### src/rtl/uart_scoreboard.sv
// In-order scoreboard for the UART loopback: queues launched TX bytes, compares each
// received byte against the queue head and keeps saturating event counters plus sticky flags.
module uart_scoreboard #(
    parameter int unsigned DATA_W  = 8,
    parameter int unsigned DEPTH   = 16,
    parameter int unsigned CNT_W   = 16,
    parameter int unsigned TIMEOUT = 100000
) (
    input  logic                    i_clk,
    input  logic                    i_aresetn,
    input  logic                    i_clr,
    input  logic                    i_tx_start,
    input  logic [DATA_W-1:0]       i_tx_data,
    input  logic                    i_rx_done,
    input  logic [DATA_W-1:0]       i_rx_data,
    output logic [CNT_W-1:0]        o_match_cnt,
    output logic [CNT_W-1:0]        o_mismatch_cnt,
    output logic [CNT_W-1:0]        o_unexpected_cnt,
    output logic [CNT_W-1:0]        o_missing_cnt,
    output logic [$clog2(DEPTH):0]  o_pending,
    output logic                    o_overflow,
    output logic                    o_error,
    output logic                    o_err_pulse,
    output logic [DATA_W-1:0]       o_last_exp,
    output logic [DATA_W-1:0]       o_last_got
);

    localparam int unsigned PTR_W = $clog2(DEPTH);
    localparam int unsigned OCC_W = PTR_W + 1;
    localparam int unsigned WD_W  = (TIMEOUT > 1) ? $clog2(TIMEOUT) : 1;
    localparam logic [WD_W-1:0]  WD_MAX   = WD_W'((TIMEOUT == 0) ? 0 : TIMEOUT - 1);
    localparam logic [OCC_W-1:0] OCC_FULL = OCC_W'(DEPTH);

    function automatic logic [CNT_W-1:0] sat_inc(input logic [CNT_W-1:0] v);
        return (&v) ? v : v + CNT_W'(1);
    endfunction

    logic [DATA_W-1:0] r_mem [DEPTH];
    logic [PTR_W-1:0]  r_rd_ptr, r_wr_ptr;
    logic [OCC_W-1:0]  r_count;
    logic [WD_W-1:0]   r_wd;
    logic [CNT_W-1:0]  r_match, r_mismatch, r_unexp, r_missing;
    logic              r_overflow, r_error, r_err_pulse;
    logic [DATA_W-1:0] r_last_exp, r_last_got;

    logic [PTR_W-1:0]  w_rd_ptr_nxt, w_wr_ptr_nxt;
    logic [OCC_W-1:0]  w_count_nxt;
    logic [WD_W-1:0]   w_wd_nxt;
    logic [CNT_W-1:0]  w_match_nxt, w_mismatch_nxt, w_unexp_nxt, w_missing_nxt;
    logic              w_overflow_nxt, w_error_nxt, w_err_pulse_nxt;
    logic [DATA_W-1:0] w_last_exp_nxt, w_last_got_nxt;

    logic              w_empty, w_full, w_pop, w_unexp, w_expire, w_remove;
    logic              w_push, w_drop, w_match, w_mismatch;
    logic [DATA_W-1:0] w_head;

    assign w_empty    = (r_count == '0);
    assign w_full     = (r_count == OCC_FULL);
    assign w_head     = r_mem[r_rd_ptr];
    assign w_pop      = i_rx_done && !w_empty;
    assign w_unexp    = i_rx_done && w_empty;
    // An RX strobe in the expiry cycle takes precedence over the timeout.
    assign w_expire   = (TIMEOUT != 0) && !w_empty && !i_rx_done && (r_wd == WD_MAX);
    assign w_remove   = w_pop || w_expire;
    assign w_push     = i_tx_start && (!w_full || w_remove);
    assign w_drop     = i_tx_start && w_full && !w_remove;
    assign w_match    = w_pop && (i_rx_data == w_head);
    assign w_mismatch = w_pop && (i_rx_data != w_head);

    always_comb begin
        w_rd_ptr_nxt    = r_rd_ptr;
        w_wr_ptr_nxt    = r_wr_ptr;
        w_count_nxt     = r_count;
        w_wd_nxt        = r_wd;
        w_match_nxt     = r_match;
        w_mismatch_nxt  = r_mismatch;
        w_unexp_nxt     = r_unexp;
        w_missing_nxt   = r_missing;
        w_overflow_nxt  = r_overflow;
        w_error_nxt     = r_error;
        w_err_pulse_nxt = 1'b0;
        w_last_exp_nxt  = r_last_exp;
        w_last_got_nxt  = r_last_got;

        if (i_clr) begin
            w_rd_ptr_nxt   = '0;
            w_wr_ptr_nxt   = '0;
            w_count_nxt    = '0;
            w_wd_nxt       = '0;
            w_match_nxt    = '0;
            w_mismatch_nxt = '0;
            w_unexp_nxt    = '0;
            w_missing_nxt  = '0;
            w_overflow_nxt = 1'b0;
            w_error_nxt    = 1'b0;
            w_last_exp_nxt = '0;
            w_last_got_nxt = '0;
        end else begin
            if (w_push) begin
                w_wr_ptr_nxt = r_wr_ptr + PTR_W'(1);
            end
            if (w_remove) begin
                w_rd_ptr_nxt = r_rd_ptr + PTR_W'(1);
            end
            case ({w_push, w_remove})
                2'b10:   w_count_nxt = r_count + OCC_W'(1);
                2'b01:   w_count_nxt = r_count - OCC_W'(1);
                default: w_count_nxt = r_count;
            endcase

            if (TIMEOUT == 0 || w_empty || w_remove) begin
                w_wd_nxt = '0;
            end else begin
                w_wd_nxt = r_wd + WD_W'(1);
            end

            if (w_match) begin
                w_match_nxt = sat_inc(r_match);
            end
            if (w_mismatch) begin
                w_mismatch_nxt = sat_inc(r_mismatch);
                w_last_exp_nxt = w_head;
                w_last_got_nxt = i_rx_data;
            end
            if (w_unexp) begin
                w_unexp_nxt = sat_inc(r_unexp);
            end
            if (w_expire) begin
                w_missing_nxt = sat_inc(r_missing);
            end
            if (w_drop) begin
                w_overflow_nxt = 1'b1;
            end

            w_err_pulse_nxt = w_mismatch || w_unexp || w_expire;
            if (w_err_pulse_nxt || w_drop) begin
                w_error_nxt = 1'b1;
            end
        end
    end

    // Storage carries no reset; occupancy alone defines which entries are live.
    always_ff @(posedge i_clk) begin
        if (w_push && !i_clr) begin
            r_mem[r_wr_ptr] <= i_tx_data;
        end
    end

    always_ff @(posedge i_clk or negedge i_aresetn) begin
        if (!i_aresetn) begin
            r_rd_ptr    <= '0;
            r_wr_ptr    <= '0;
            r_count     <= '0;
            r_wd        <= '0;
            r_match     <= '0;
            r_mismatch  <= '0;
            r_unexp     <= '0;
            r_missing   <= '0;
            r_overflow  <= 1'b0;
            r_error     <= 1'b0;
            r_err_pulse <= 1'b0;
            r_last_exp  <= '0;
            r_last_got  <= '0;
        end else begin
            r_rd_ptr    <= w_rd_ptr_nxt;
            r_wr_ptr    <= w_wr_ptr_nxt;
            r_count     <= w_count_nxt;
            r_wd        <= w_wd_nxt;
            r_match     <= w_match_nxt;
            r_mismatch  <= w_mismatch_nxt;
            r_unexp     <= w_unexp_nxt;
            r_missing   <= w_missing_nxt;
            r_overflow  <= w_overflow_nxt;
            r_error     <= w_error_nxt;
            r_err_pulse <= w_err_pulse_nxt;
            r_last_exp  <= w_last_exp_nxt;
            r_last_got  <= w_last_got_nxt;
        end
    end

    assign o_match_cnt      = r_match;
    assign o_mismatch_cnt   = r_mismatch;
    assign o_unexpected_cnt = r_unexp;
    assign o_missing_cnt    = r_missing;
    assign o_pending        = r_count;
    assign o_overflow       = r_overflow;
    assign o_error          = r_error;
    assign o_err_pulse      = r_err_pulse;
    assign o_last_exp       = r_last_exp;
    assign o_last_got       = r_last_got;

endmodule

### config.mk
export PLATFORM = sky130hd
export DESIGN_NAME = uart_scoreboard
export DESIGN_NICKNAME = d
export VERILOG_FILES = /design/src/rtl/uart_scoreboard.sv
export SDC_FILE = /design/constraint.sdc
export NUM_CORES = 1
export LEC_CHECK = 0
export BUFFER_PORTS_ARGS = -buffer_cell sky130_fd_sc_hd__buf_2
export CAP_MARGIN = 30
export CORE_ASPECT_RATIO = 0.6
export CORE_MARGIN = 4
export CORE_UTILIZATION = 59
export DETAILED_ROUTE_END_ITERATION = 8
export GPL_ROUTABILITY_DRIVEN = 0
export MAX_ROUTING_LAYER = met4
export PLACE_DENSITY = 0.92
export SETUP_SLACK_MARGIN = 0.15
export SLEW_MARGIN = 20
export SYNTH_ARGS = -nofsm -noshare
export SYNTH_HDL_FRONTEND = slang
export SYNTH_SLANG_ARGS = --single-unit
### constraint.sdc
create_clock -name i_clk -period 4.4 [get_ports i_clk]
set_input_delay 0 -clock i_clk [delete_from_list [all_inputs] [get_ports i_clk]]
set_output_delay 0 -clock i_clk [all_outputs]
set_load 0.005 [all_outputs]
== Yosys cells after proc, flatten, opt, wreduce, memory -nomap -nowiden ==
Memory sizes are Yosys's and may differ from the RTL's.
Index checks and enable logic that the tools add are counted.
W data, S select, Z words.
Operators by class
  equal/unequal tests: 10
  multiplexer cells: 31
  add/sub/neg operators: 9
  reduce and logical (&&, ||, !) cells: 39
Operator list (number)
  $mux W16: 12
  $add A16 B1 Y16 const B: 4
  $reduce_and A16 Y1: 4
  $mux W17: 2
  $mux W8: 4
  $add A17 B1 Y17 const B: 1
  $eq A17 B17 Y1 const B: 1
  $mux W4: 4
  $reduce_bool A2 Y1: 8
  $logic_and A1 B1 Y1: 10
  $pmux W5 S2: 1
  $add A4 B1 Y4 const B: 2
  $eq A8 B8 Y1: 1
  $ne A2 B2 Y1 const B: 4
  $ne A8 B8 Y1: 1
  $reduce_and A2 Y1: 4
  $mux W1: 7
  $logic_or A1 B1 Y1: 6
  $add A5 B1 Y5 const B: 1
  $eq A5 B5 Y1 const B: 1
  $logic_not A1 Y1: 5
  $logic_not A5 Y1: 1
  $mux W5: 1
  $sub A5 B1 Y5 const B: 1
  3 further kinds: 3
Storage, ports and cells
  word-level logic and storage cells: 103
  output and inout port bits: 88
  memories: 1
  register bits after elaboration: 113
  memory bits (writable): 128
Memory list
  r_mem: words 16, bits a word 8, rd ports 1, clocked after Yosys merged registers in 0, write ports 1, RTL line 38  | logic [DATA_W-1:0] r_mem [DEPTH];

== Longest topological paths before layout ==
Gate-level depths: netlist of the first run.
  depth after elaboration: 10
  gate-level depth with buffers: 13
  depth with buffers taken out: 13

== Worst setup path before layout of the first run ==
No wires, ideal clock.
  path kind: reg2reg
  from: register r_rd_ptr[0]
  to: register r_match[11], in the netlist o_match_cnt[11]
  stages on the path, launching flop included: 11
  path slack: 1.270 ns
  library setup time: 0.128 ns
  clock period less this slack: 3.130 ns
  arrival time: 3.003 ns
  buffers on the path: 2
  cell sequence: dfrtp_1 > buf_6 > mux4_2 > mux2i_2 > xor2_1 > nand2_1 > or4_4 > a2111o_1 > buf_6 > nor3_1 > mux2_1
Between the ends
  word-level cells in the longest chain between the ends: 5
Ends and longest elaborated chain
  start, declared: RTL line 39  | logic [PTR_W-1:0] r_rd_ptr, r_wr_ptr;
  start signal, assigned: RTL line 165  | r_rd_ptr <= w_rd_ptr_nxt;
  $mem_v2 Z16 W8
  $eq A8 B8 Y1: RTL line 67  | assign w_match = w_pop && (i_rx_data == w_head);
  $logic_and A1 B1 Y1: RTL line 67
  $reduce_bool A2 Y1 (no line)
  $reduce_and A2 Y1 (no line)
  end signal, assigned: RTL line 169  | r_match <= w_match_nxt;
  end, declared: RTL line 42  | logic [CNT_W-1:0] r_match, r_mismatch, r_unexp, r_missing;
No other way between the ends.
A chain may end at the register's enable or synchronous reset.

== Worst setup path in the final report of the first run ==
  from: register r_rd_ptr[0]
  to: register r_match[15], in the netlist o_match_cnt[15]
The elaborated chain is that of the path after synthesis.

==> qor.yml, run 1 <==
status:
  status: "finished clean"
global_route:
  antenna_found_initial: 0
  grtUsageTotal_pct: 27.9
  grt_max_degree: 102
  grt_pass1_vias: 8238
  gr-total-overflow: 0
  grt_pass1_wl_microns: 45100
pwr:
  pwr-share-seq_pct: 46.2
  p_clk_share_pct: 32.2
  ir_drop_v: 0.000297
  p_switching_uw: 1720
  p_leak_uw: 0.00506
  power_density_nw_per_um2: 444
  p_comb_share_pct: 21.6
  switching_share_pct: 30.3
  p_int_uw: 3960
synthesis:
  synth_cell_types: 65
  ys.flop_type: "edfxtp_1"
  synth_top_family_by_area: "simple AND/OR/NAND/NOR gates"
  synth-edff-count: 128
  yosysWarnings: 0
  yosys-top-cells-area: "edfxtp_1, dfrtp_1, nor2_1"
  synth-compound-area-share_pct: 7.19
  yosysTopAreaCell: "edfxtp_1"
  synthMuxAreaShare_pct: 8.80
  synthArstFlopShare_pct: 46.9
  synthCells: 914
  ys_seq_elements: 241
  synth_nets: 947
  syn_avg_cell_area_sq_um: 12.1
  netlist_area_sq_um: 11100
  synthSimpleGateAreaFrac_pct: 15.3
  yosysTopAreaCellShare_pct: 34.7
  synth-seq-area-share_pct: 60.3
  synth-xor-area-share_pct: 4.35
  synth-adder-area-share_pct: 1.36
route:
  wl_per_cell_microns: 22.2
  routed_wl_microns: 28800
  drc: 0
  vias: 8313
  ant_nets: 0
  firstDrtPassIters: 5
  avgViaCountPerCell: 6.39
  drt_iter0_drc: 1239
worst_setup_path:
  path_max_fanout: 21
  crit_type: "flip-flop to flip-flop"
  worst_path_most_repeated_cell: "buf_4"
  worst-path-buf-inv: 2
  cpPeakStageDelay_ns: 0.63
  startpoint_type: "flip-flop"
  arrival_ns: 4.37
  cp_top_family: "multiplexers"
  crit_path_end_kind: "flip-flop"
  slowest_stage: "dfrtp_1"
  worstPathCellList: "buf_4, mux4_2, mux2i_1, xnor2_1, nor3_1, nand4_1, a2111o_1, buf_4, or4_1, a21oi_1"
  cp.required_ns: 4.82
timing:
  finalCriticalPeriod_ns: 3.95
  worstMarginPinSlew_ns: 0.961
  hold_viol: 0
  final.setup.tns_ns: 0
  post-route-period-util_pct: 89.8
  setup_slack_ns: 0.449
  slew_headroom_pct: 35.7
  setup_viol: 0
  final-max-slew-violation-count: 0
  max_freq_mhz: 253
  hold_slack_ns: 0.365
  rsz0062_at_grt: "no"
  finClkSkew_ns: 0.0105
hold_path:
  hp-class: "primary input to flip-flop"
floorplan:
  die_h_microns: 114
  die_x_microns: 185
  ioPinCount: 109
  initial_core_util_pct: 60.6
  core_sq_um: 18300
  rows: 38
  die_area_sq_um: 21100
cells_and_area:
  register_area_sq_um: 6670
  final_cell_mix: "edfxtp_1, dfrtp_1, nor2_1"
  area_growth_syn_to_layout_pct: 15.7
  final_common_cell: "edfxtp_1"
  fin_area_sq_um: 12800
  multi_input_area_sq_um: 4100
  nFillCells: 1185
  layout-drive-gt1-share_pct: 17.8
  nets: 1078
  diodes: 0
placement:
  port-buffer-count: 108
  dpl_worst_slack_ns: 0.468
  dp_hpwl_microns: 18900
  dpl_cell_area_sq_um: 11800
flow_run:
  maxCapViolCount: 0
clocking:
  cts_resized: 0
  numCtsBuffers: 22
  root_buffer: "clkbuf_16"
  clkLatencyLatePin_ns: 0.51
  post_cts_buffers: 0
  cts_tree: "built"
  cts.sinks: 241
  clk_pin_slew_ns: 0.07
  clock_path_buffers: 3
  htreeDepth: 1
## registers in the layout, summed over array words and instances, names as in the netlist, 4 cells and up
signal	cells
r_mem	128
r_wd	17
o_match_cnt	16
o_mismatch_cnt	16
o_missing_cnt	16
o_unexpected_cnt	16
o_last_exp	8
o_last_got	8
o_pending	5
r_rd_ptr	4
r_wr_ptr	4
## per-stage QoR
stage	std cells	util [%]	total power, uW
floorplan	914	-	3430
detailed placement	1230	64.7	3820
CTS	1289	69.4	5640
global placement	1228	64.6	3750
global route	1300	70.1	5900
finish	1300	70.1	5690
## synthesized netlist by cell type (all sizes together), types with 16 or more instances
cell	instances
nor2b	19
inv	17
nor2	110
nand2	44
nand3	49
buf	17
nor3	20
xor2	34
edfxtp	128
a21oi	51
or3	19
clkbuf	32
o21ai	31
dfrtp	113
nand4	22
mux2	17
xnor2	21
mux2i	41
mux4	16
## area by class of cell
class                   count  area share (%)
multi-input cells         606            32.0
clock inverters             5           0.176
inverters                  18           0.528
repair buffers            156            7.77
flip-flops and latches    241            52.1
clock buffers              34            5.03
well taps                 240            2.35
## routing by layer
metal / GRT usage (%) / routed length (microns) / up-vias
met4: 6.21 / 751 / 0
li1: - / - / 3621
met3: 5.08 / 3140 / 69
met2: 42.3 / 13300 / 548
met1: 40.2 / 11600 / 4075
met5: - / 0 / -
## power groups by stage
| stage | sequential, uW | clock (uW) | combinational, uW |
|---|---|---|---|
| final | 2630 | 1830 | 1230 |
| after global routing | 2630 | 1940 | 1320 |
| after CTS | 2620 | 1830 | 1190 |
| after detailed placement | 2660 | 0 | 1160 |
| after global placement | 2660 | 0 | 1100 |
| after floorplan | 2620 | 0 | 816 |
## worst paths after layout
kind,start,end,slack (ns),cells past startpoint
max in group asynchronous,i_aresetn,o_missing_cnt[3],2.81,5
min reg2reg,r_wd[0],r_wd[0],0.53,1
min in group asynchronous,i_aresetn,o_mismatch_cnt[7],0.44,3
max,r_rd_ptr[0],o_match_cnt[15],0.45,10
max reg2reg,r_rd_ptr[0],o_match_cnt[15],0.45,10
min,i_rx_data[3],o_last_got[3],0.36,4
## kinds of logic after synthesis
group                    count (synthesis)
flip-flops                             241
AND/OR/NAND/NOR                        337
buffers and inverters                   67
AO/OA/AOI/OAI                          128
XOR/XNOR                                55
adder cells (fa/ha/maj)                 12
multiplexers                            74
## what timing repair did
| item | 4_1_cts | 5_1_grt |
|---|---|---|
| hold endpoints to repair | 224 | 14 |
| hold buffers | 20 | 1 |
| setup endpoints to repair | 0 | 0 |
## tightest hold or removal path, cell delays in order
cell and delay (ns):
dlygate4sd3_1 0.56, buf_2 0.14, nand3_1 0.06, a21oi_1 0.06
(Power assumes the default switching activity.)
==> run 2: changes to the inputs <==
- RECOVER_POWER: not set -> 100
==> run 2 against run 1 <==
Against the previous run: sequential share of layout area is 0.62 points higher; final area is 1.2% lower; wire length is 0.37% higher; worst setup slack better by 0.0049 ns; the flow now finishes with violations (max-capacitance violations); register-to-register slack hardly changed; first-iteration DRC count is 2.7% higher; total power is 0.61% lower; critical path type unchanged; flip-flop and latch count stayed put; clock power hardly changed; non-clock buffer count stayed put; critical endpoint unchanged; cell count stayed put.
==> qor.yml, run 2 (synthesized netlist as in run 1, its figures left out) <==
clocking:
  post_cts_buffers: 0
  cts_resized: 0
  htreeDepth: 1
  clkLatencyLatePin_ns: 0.51
  clock_path_buffers: 3
  cts.sinks: 241
  cts_tree: "built"
  clk_pin_slew_ns: 0.07
  root_buffer: "clkbuf_16"
  numCtsBuffers: 22
floorplan:
  rows: 38
  die_area_sq_um: 21100
  die_x_microns: 185
  die_h_microns: 114
  initial_core_util_pct: 60.6
  ioPinCount: 109
  core_sq_um: 18300
global_route:
  grt_pass1_wl_microns: 45100
  grt_pass1_vias: 8238
  grt_max_degree: 102
  antenna_found_initial: 0
  grtUsageTotal_pct: 27.9
  gr-total-overflow: 0
timing:
  hold_slack_ns: 0.364
  rsz0062_at_grt: "no"
  final.setup.tns_ns: 0
  finalCriticalPeriod_ns: 3.95
  slew_headroom_pct: 0.152
  post-route-period-util_pct: 89.7
  final-max-slew-violation-count: 0
  setup_viol: 0
  setup_slack_ns: 0.454
  max_freq_mhz: 253
  hold_viol: 0
  finClkSkew_ns: 0.00893
  worstMarginPinSlew_ns: 1.50
route:
  firstDrtPassIters: 5
  ant_nets: 0
  routed_wl_microns: 28900
  avgViaCountPerCell: 6.44
  wl_per_cell_microns: 22.2
  vias: 8374
  drt_iter0_drc: 1273
  drc: 0
worst_setup_path:
  crit_start: "r_rd_ptr[0]"
  crit_path_end_kind: "flip-flop"
  path_max_fanout: 21
  slowest_stage: "dfrtp_1"
  cp_top_family: "simple AND/OR/NAND/NOR gates"
  worstPathCellList: "buf_4, mux4_2, mux2i_1, xnor2_1, nor3_1, nand4_1, a2111o_1, buf_4, or4_1, a21oi_1"
  worst_path_most_repeated_cell: "buf_4"
  worst-path-buf-inv: 2
  cpPeakStageDelay_ns: 0.63
  crit_type: "flip-flop to flip-flop"
  r2r_start: "r_rd_ptr[0]"
  startpoint_type: "flip-flop"
  arrival_ns: 4.36
  cp.required_ns: 4.82
cells_and_area:
  final_cell_mix: "edfxtp_1, dfrtp_1, nor2_1"
  largest_reg_flops: 128
  nets: 1078
  area_growth_syn_to_layout_pct: 14.4
  nFillCells: 1240
  fin_area_sq_um: 12700
  largest-register: "r_mem"
  top_regs: "r_mem: 128 flops, r_wd: 17 flops"
  layout-drive-gt1-share_pct: 10.8
  final_common_cell: "edfxtp_1"
  diodes: 0
hold_path:
  holdCritStartpoint: "i_rx_data[3]"
  hp-class: "primary input to flip-flop"
pwr:
  finalPower_uw: 5650
  p_leak_uw: 0.00475
  power_density_nw_per_um2: 447
  ir_drop_v: 0.000300
placement:
  dpl_worst_slack_ns: 0.468
  port-buffer-count: 108
  dpl_cell_area_sq_um: 11800
  dp_hpwl_microns: 18900
status:
  status: "finished with violations"
  violations: "max-capacitance violations"
flow_run:
  maxCapViolCount: 1
==> run 2: layout make-up <==
class / instances / area, sq um / area share, %
sequential: 241 / 6670 / 52.7
timing repair buffer: 156 / 846 / 6.69
inverter: 18 / 67.6 / 0.534
multi-input combinational: 606 / 4100 / 32.4
clock inverter: 5 / 22.5 / 0.178
tap: 240 / 300 / 2.37
clock buffer: 34 / 644 / 5.09
==> run 2: worst paths after layout <==
kind | to | slack (ns) | depth (start not counted)
min in group asynchronous | o_last_got[1] | 0.64 | 3
min | o_last_got[3] | 0.36 | 4
min reg2reg | r_wd[0] | 0.53 | 1
max reg2reg | o_match_cnt[15] | 0.45 | 10
max in group asynchronous | r_wd[9] | 0.97 | 5
max | o_match_cnt[15] | 0.45 | 10
==> run 2: where the power goes <==
part / total (uW) / internal, uW / switching [uW]
Sequential: 2630 / 2490 / 138
Clock: 1830 / 1010 / 821
Combinational: 1200 / 439 / 756
Total: 5650 / 3940 / 1710
==> run 2: repair_timing <==
action,in CTS,in global routing
endpoints found under the setup margin,0,0
hold endpoints to repair,224,14
hold buffers,20,1
==> run 2: worst min-delay path: cells and delay by family <==
| kind | cells | cell delay (ns) |
|---|---|---|
| buf+inv | 2 | 0.70 |
| compound gates | 1 | 0.06 |
| simple gates | 1 | 0.06 |
==> run 2: per-stage QoR <==
step,instances,util (%)
3_5_place_dp,1230,64.7
5_1_grt,1300,69.3
2_1_floorplan,914,-
3_3_place_gp,1228,64.6
6_report,1300,69.3
4_1_cts,1289,69.4
==> run 2: routing by layer <==
metal / part of all wire (%) / vias to the layer above / GRT usage, %
met1: 41 / 4153 / 40.2
met5: 0 / - / -
met2: 46 / 527 / 42.3
li1: - / 3627 / -
met4: 2.5 / 0 / 6.21
met3: 10 / 67 / 5.08
